[src/rtl/lsu_pkg.sv]
// Shared definitions for the memory-stage load/store unit: access-size codes,
// FSM state encoding and the default data width.
package lsu_pkg;

   localparam int XLEN           = 32;
   localparam int LSU_DATA_WIDTH = XLEN;

   localparam logic [2:0] F3_B  = 3'b000;
   localparam logic [2:0] F3_H  = 3'b001;
   localparam logic [2:0] F3_W  = 3'b010;
   localparam logic [2:0] F3_BU = 3'b100;
   localparam logic [2:0] F3_HU = 3'b101;

   typedef enum logic [1:0] {
      IDLE = 2'd0,
      WAIT = 2'd1,
      DONE = 2'd2
   } lsu_state_t;

endpackage

[src/rtl/lsu_align.sv]
// Combinational lane logic: store replication and byte enables, alignment and
// illegal-size detection, and load lane extraction with sign/zero extension.
module lsu_align
   import lsu_pkg::*;
(
   input  logic [2:0]      funct3,
   input  logic [1:0]      offset,
   input  logic [XLEN-1:0] store_data,
   input  logic [2:0]      ld_funct3,
   input  logic [1:0]      ld_offset,
   input  logic [XLEN-1:0] rdata,
   output logic [XLEN-1:0] lane_wdata,
   output logic [3:0]      lane_be,
   output logic            bad_access,
   output logic [XLEN-1:0] ld_data
);

   logic [7:0]  ld_byte;
   logic [15:0] ld_half;

   always_comb begin
      lane_wdata = store_data;
      lane_be    = 4'b1111;
      case (funct3[1:0])
         2'b00: begin
            lane_wdata = {4{store_data[7:0]}};
            lane_be    = 4'b0001 << offset;
         end
         2'b01: begin
            lane_wdata = {2{store_data[15:0]}};
            lane_be    = 4'b0011 << offset;
         end
         default: ;
      endcase
   end

   always_comb begin
      bad_access = 1'b0;
      case (funct3)
         F3_B, F3_BU: bad_access = 1'b0;
         F3_H, F3_HU: bad_access = offset[0];
         F3_W:        bad_access = |offset;
         default:     bad_access = 1'b1;
      endcase
   end

   // Load lanes come from the offset captured when the request was issued.
   assign ld_byte = rdata[{ld_offset, 3'b000} +: 8];
   assign ld_half = rdata[{ld_offset[1], 4'b0000} +: 16];

   always_comb begin
      ld_data = '0;
      case (ld_funct3)
         F3_B:    ld_data = {{24{ld_byte[7]}}, ld_byte};
         F3_H:    ld_data = {{16{ld_half[15]}}, ld_half};
         F3_W:    ld_data = rdata;
         F3_BU:   ld_data = {24'd0, ld_byte};
         F3_HU:   ld_data = {16'd0, ld_half};
         default: ld_data = '0;
      endcase
   end

endmodule

[src/rtl/lsu_mem_stage.sv]
// RV32I memory-stage LSU: req/ready handshake to a multi-cycle data memory with
// pipeline stall. Optional WAIT timeout enabled by defining LSU_TIMEOUT_EN.
module lsu_mem_stage
   import lsu_pkg::*;
#(
   parameter int DATA_WIDTH     = LSU_DATA_WIDTH,
   parameter int TIMEOUT_CYCLES = 16
) (
   input  logic                  clk,
   input  logic                  rst,
   input  logic                  MemReadM,
   input  logic                  MemWriteM,
   input  logic [2:0]            Funct3M,
   input  logic [DATA_WIDTH-1:0] ALUResultM,
   input  logic [DATA_WIDTH-1:0] WriteDataM,
   input  logic                  FlushM,
   output logic                  mem_req,
   output logic                  mem_we,
   output logic [DATA_WIDTH-1:0] mem_addr,
   output logic [DATA_WIDTH-1:0] mem_wdata,
   output logic [3:0]            mem_be,
   input  logic                  mem_ready,
   input  logic [DATA_WIDTH-1:0] mem_rdata,
   output logic [DATA_WIDTH-1:0] DMRd,
   output logic                  StallM,
   output logic                  MisalignM
);

   if (DATA_WIDTH != 32 || TIMEOUT_CYCLES < 1) begin : g_bad_cfg
      $error("lsu_mem_stage: DATA_WIDTH must be 32 and TIMEOUT_CYCLES at least 1");
   end

   lsu_state_t            state, next_state;
   logic                  access, start, fault, complete, timeout, bad_access;
   logic [DATA_WIDTH-1:0] lane_wdata, ld_data;
   logic [3:0]            lane_be;
   logic [2:0]            ld_funct3_q;
   logic [1:0]            ld_offset_q;
   logic                  is_store_q, flushed_q;

   lsu_align u_align (
      .funct3     (Funct3M),
      .offset     (ALUResultM[1:0]),
      .store_data (WriteDataM),
      .ld_funct3  (ld_funct3_q),
      .ld_offset  (ld_offset_q),
      .rdata      (mem_rdata),
      .lane_wdata (lane_wdata),
      .lane_be    (lane_be),
      .bad_access (bad_access),
      .ld_data    (ld_data)
   );

   assign access   = (MemReadM | MemWriteM) & ~FlushM;
   assign start    = (state == IDLE) && access && !bad_access;
   assign fault    = (state == IDLE) && access && bad_access;
   assign complete = (state == WAIT) && mem_ready;

`ifdef LSU_TIMEOUT_EN
   localparam int CNT_W = $clog2(TIMEOUT_CYCLES + 1);
   logic [CNT_W-1:0] wait_cnt;

   assign timeout = (state == WAIT) && !mem_ready &&
                    (wait_cnt == CNT_W'(TIMEOUT_CYCLES - 1));

   always_ff @(posedge clk) begin
      if (rst || start)
         wait_cnt <= '0;
      else if (state == WAIT)
         wait_cnt <= wait_cnt + 1'b1;
   end
`else
   assign timeout = 1'b0;
`endif

   always_ff @(posedge clk) begin
      if (rst)
         state <= IDLE;
      else
         state <= next_state;
   end

   always_comb begin
      next_state = state;
      case (state)
         IDLE:    if (start) next_state = WAIT;
         WAIT:    if (complete || timeout) next_state = DONE;
         DONE:    next_state = IDLE;
         default: next_state = IDLE;
      endcase
   end

   always_comb begin
      StallM = !rst && (start || (state == WAIT));
   end

   // Bus fields are captured once at issue and held until the next access.
   always_ff @(posedge clk) begin
      if (rst) begin
         mem_req     <= 1'b0;
         mem_we      <= 1'b0;
         mem_addr    <= '0;
         mem_wdata   <= '0;
         mem_be      <= '0;
         DMRd        <= '0;
         MisalignM   <= 1'b0;
         ld_funct3_q <= '0;
         ld_offset_q <= '0;
         is_store_q  <= 1'b0;
         flushed_q   <= 1'b0;
      end else begin
         MisalignM <= fault | timeout;
         if (start) begin
            mem_req     <= 1'b1;
            mem_we      <= MemWriteM;
            mem_addr    <= {ALUResultM[DATA_WIDTH-1:2], 2'b00};
            mem_wdata   <= lane_wdata;
            mem_be      <= lane_be;
            ld_funct3_q <= Funct3M;
            ld_offset_q <= ALUResultM[1:0];
            is_store_q  <= MemWriteM;
            flushed_q   <= 1'b0;
         end
         if (state == WAIT)
            flushed_q <= flushed_q | FlushM;
         if (complete) begin
            mem_req <= 1'b0;
            DMRd    <= (is_store_q || flushed_q || FlushM) ? '0 : ld_data;
         end else if (timeout) begin
            mem_req <= 1'b0;
            DMRd    <= '0;
         end
         if (fault)
            DMRd <= '0;
      end
   end

endmodule
[config.mk]
export PLATFORM = sky130hd
export DESIGN_NAME = lsu_mem_stage
export DESIGN_NICKNAME = d
export VERILOG_FILES = /design/src/rtl/lsu_pkg.sv /design/src/rtl/lsu_align.sv /design/src/rtl/lsu_mem_stage.sv
export SDC_FILE = /design/constraint.sdc
export NUM_CORES = 1
export LEC_CHECK = 0
export BUFFER_PORTS_ARGS = -buffer_cell sky130_fd_sc_hd__clkbuf_2
export CAP_MARGIN = 20
export CORE_MARGIN = 10
export CORE_UTILIZATION = 37
export DETAILED_ROUTE_END_ITERATION = 8
export PLACE_DENSITY = 0.72
export REMOVE_ABC_BUFFERS = 1
export SYNTH_ARGS = -nofsm -noshare
export SYNTH_HDL_FRONTEND = slang
export SYNTH_HIERARCHICAL = 1
export SYNTH_SLANG_ARGS = --single-unit
[constraint.sdc]
create_clock -name clk -period 1.8 [get_ports clk]
set_input_delay 0.18 -clock clk [delete_from_list [all_inputs] [get_ports clk]]
set_output_delay 0.18 -clock clk [all_outputs]
set_load 0.03 [all_outputs]
==> results.py <==
metrics = {
    "grt": {
        "antenna_found_initial": 0,
        "grt_first_pass_wirelength_microns": 27600,
        "grt_pass1_vias": 5234,
        "grt_max_degree": 59,
        "grt_remaining_overflow": 0,
        "grt_use_total_pct": 16.7,
    },
    "synthesis": {
        "yosysMostFrequentCell": "nand2_1",
        "ys_types": 40,
        "ys.flop_type": "dfxtp_1",
        "synth_top_cells_by_area": "dfxtp_1 39%, mux2i_1 15%, nand2_1 14%",
        "synth_seq_area_share_pct": 39.5,
        "synth_warnings": 6,
        "syn_area_per_cell_sq_um": 8.39,
        "syn_area_sq_um": 5530,
        "synth_common_cells": "204 x nand2_1, 109 x dfxtp_1, 82 x mux2i_1",
        "synth_edf_count": 0,
        "netlist_instances": 659,
        "synth_largest_area_cell": "dfxtp_1",
        "async_flop_share_pct": 0,
        "ys_seq_elements": 109,
        "synth_top_cell_area_share_pct": 39.5,
    },
    "hold_path": {
        "hold_path_class": "input port to flop",
        "hp-start": "ALUResultM[2]",
        "worst_hold_path.num_cells": 3,
    },
    "setup_path": {
        "path_max_fanout": 8,
        "path_depth": 5,
        "crit_buf_inv": 0,
        "critPathLaunch": "ld_offset_q[1]",
        "worstSetupStartpointType": "flop",
        "required_ps": 2040,
        "r2r_cells": 5,
        "cp_cell_sequence": "mux4_1 -> nor4b_4 -> a221o_1 -> nand3_1 -> a21oi_1",
        "endpoint_kind": "flop",
        "path_class": "flop to flop",
        "max_stage_delay_ps": 570,
        "cp_slowest_cell": "mux4_1",
        "timing.rr.start": "ld_offset_q[1]",
        "critPathTopFamily": "multiplexers",
        "arrival_ps": 1960,
    },
    "routing": {
        "drtIter0Drc": 312,
        "drcViolationCount": 0,
        "vias": 5239,
        "routed_wl_microns": 17500,
        "highest_layer": "met4",
        "wl_met3_microns": 2060,
        "vias_per_cell": 5.03,
        "avgRoutedWirePerCell_microns": 16.8,
        "wl_met2_microns": 7610,
        "drtAntennaViolNets": 0,
        "met1_length_microns": 7530,
        "dr.pass1.iters": 4,
    },
    "sta": {
        "hold_slack_ps": 48.3,
        "post-route-period-util_pct": 95.9,
        "drv_slew": 0,
        "hold_viol": 0,
        "worstMarginPinSlew_ps": 544,
        "clock.fmax_mhz": 579,
        "grt_setup_unrepaired": "false",
        "finClkSkew_ps": 4.96,
        "finalSetupTns_ps": 0,
        "relSlewSlack_pct": 63.6,
        "min_period_ps": 1730,
        "finalSetupViolations": 0,
    },
    "finish": {
        "fin_area_sq_um": 7160,
        "area.growth.synth_to_final_pct": 29.5,
        "num_antenna_cells": 0,
        "fillers": 1430,
        "nets": 958,
        "layout-drive-gt1-share_pct": 35.5,
    },
    "clock_tree": {
        "ctsHoldBuffers": 0,
        "clkSlewWorstSetupHoldPaths_ps": 70,
        "htreeDepth": 3,
        "clock_sinks": 109,
        "cts_setup_buffers": 0,
        "cts-root-buf": "clkbuf_16",
        "cts_tree": "done",
        "cts_buffer_depth": 2,
        "numCtsBuffers": 9,
        "insertion_delay_ps": 350,
    },
    "die": {
        "die_height_microns": 142,
        "die_area_sq_um": 20200,
        "core_sq_um": 14600,
        "die_w_microns": 142,
        "io_pins": 209,
        "start_util_pct": 37.9,
        "rows": 44,
    },
    "placed_design": {
        "io_buffers": 206,
        "finalWeightedCongestion": 0.861,
        "dpl.hpwl_microns": 13200,
        "post_dp_cell_area_sq_um": 6870,
    },
    "power": {
        "p_per_area_nw_per_um2": 791,
        "p_leak_uw": 0.00314,
        "peakVddDrop_v": 0.000425,
    },
    "run": {
        "cap_violations": 0,
    },
    "outcome": {
        "status": "complete, no violations",
    },
}
## path summary, 6_finish.rpt
path | slack (ps) | to
min | 50 | mem_addr[2]
max | 70 | DMRd[12]
max reg2reg | 70 | DMRd[12]
min reg2reg | 450 | DMRd[28]
## repair_timing
item	4_1_cts	5_1_grt
gates resized for setup	1	2
endpoints found under the setup margin	1	1
endpoints found under the hold margin	0	0
## layout by cell type, fill, tap and decap left out, types with 7 or more instances in the layout
| cell type | count |
|---|---|
| clkbuf_2 | 206 |
| nand2_1 | 204 |
| dfxtp_1 | 108 |
| mux2i_1 | 82 |
| a21oi_1 | 43 |
| nand3_1 | 32 |
| buf_4 | 26 |
| o21ai_0 | 24 |
| mux2_2 | 24 |
| buf_12 | 11 |
| o21ai_2 | 10 |
| clkbuf_16 | 9 |
| nor2_1 | 8 |
| nor2b_1 | 7 |
| a221o_1 | 7 |
## cells by family (layout without fill, tap and decap cells)
group / Yosys count / count (layout) / share of synthesized area [%]
buffers and inverters: 67 / 265 / 6.97
flip-flops: 109 / 109 / 39.5
AO/OA/AOI/OAI: 101 / 101 / 11.6
AND/OR/NAND/NOR: 273 / 273 / 21.3
other: 1 / 2 / 0.0678
multiplexers: 108 / 108 / 20.6
## through the flow
stage / total power, uW / utilization [%] / cells / setup slack (ps)
final: 5670 / 49.1 / 1042 / 73.2
after global placement: 3770 / 47.1 / 1026 / 90.2
after global routing: 5920 / 49.1 / 1042 / 1.56
after CTS: 5730 / 49.0 / 1042 / 59.2
after floorplan: 3300 / - / 599 / -2640
after detailed placement: 3780 / 47.1 / 1026 / 59.1
## registers in the layout, indices dropped and copies added, names as in the netlist, 2 cells and up
name,cells
ld_funct3_q,3
ld_offset_q,2
state,2
mem_addr,30
mem_wdata,32
mem_be,4
DMRd,32
## cell type report
class / count / area, sq um / area share, %
Sequential cell: 109 / 2180 / 30.5
Multi-Input combinational cell: 484 / 2990 / 41.8
Timing Repair Buffer: 243 / 1450 / 20.2
Inverter: 6 / 25.0 / 0.349
Clock inverter: 5 / 42.5 / 0.594
Clock buffer: 11 / 243 / 3.39
Tap cell: 184 / 230 / 3.22
## power by group
| group | internal, uW | total (uW) | switching [uW] |
|---|---|---|---|
| sequential | 2500 | 2560 | 61.4 |
| clock | 999 | 1950 | 949 |
| combinational | 477 | 1160 | 681 |
## tightest hold or removal path: stages
cell and delay [ps]:
clkbuf_2 80, nand2_1 40, mux2i_1 50
## metal layers
layer | vias to the layer above | GRT usage, %
li1 | 2617 | -
met1 | 2380 | 20.6
met2 | 225 | 25.1
met3 | 17 | 7.48
met4 | 0 | 6.13
met5 | - | 0
No activity file was read; power rests on OpenSTA's default activity.
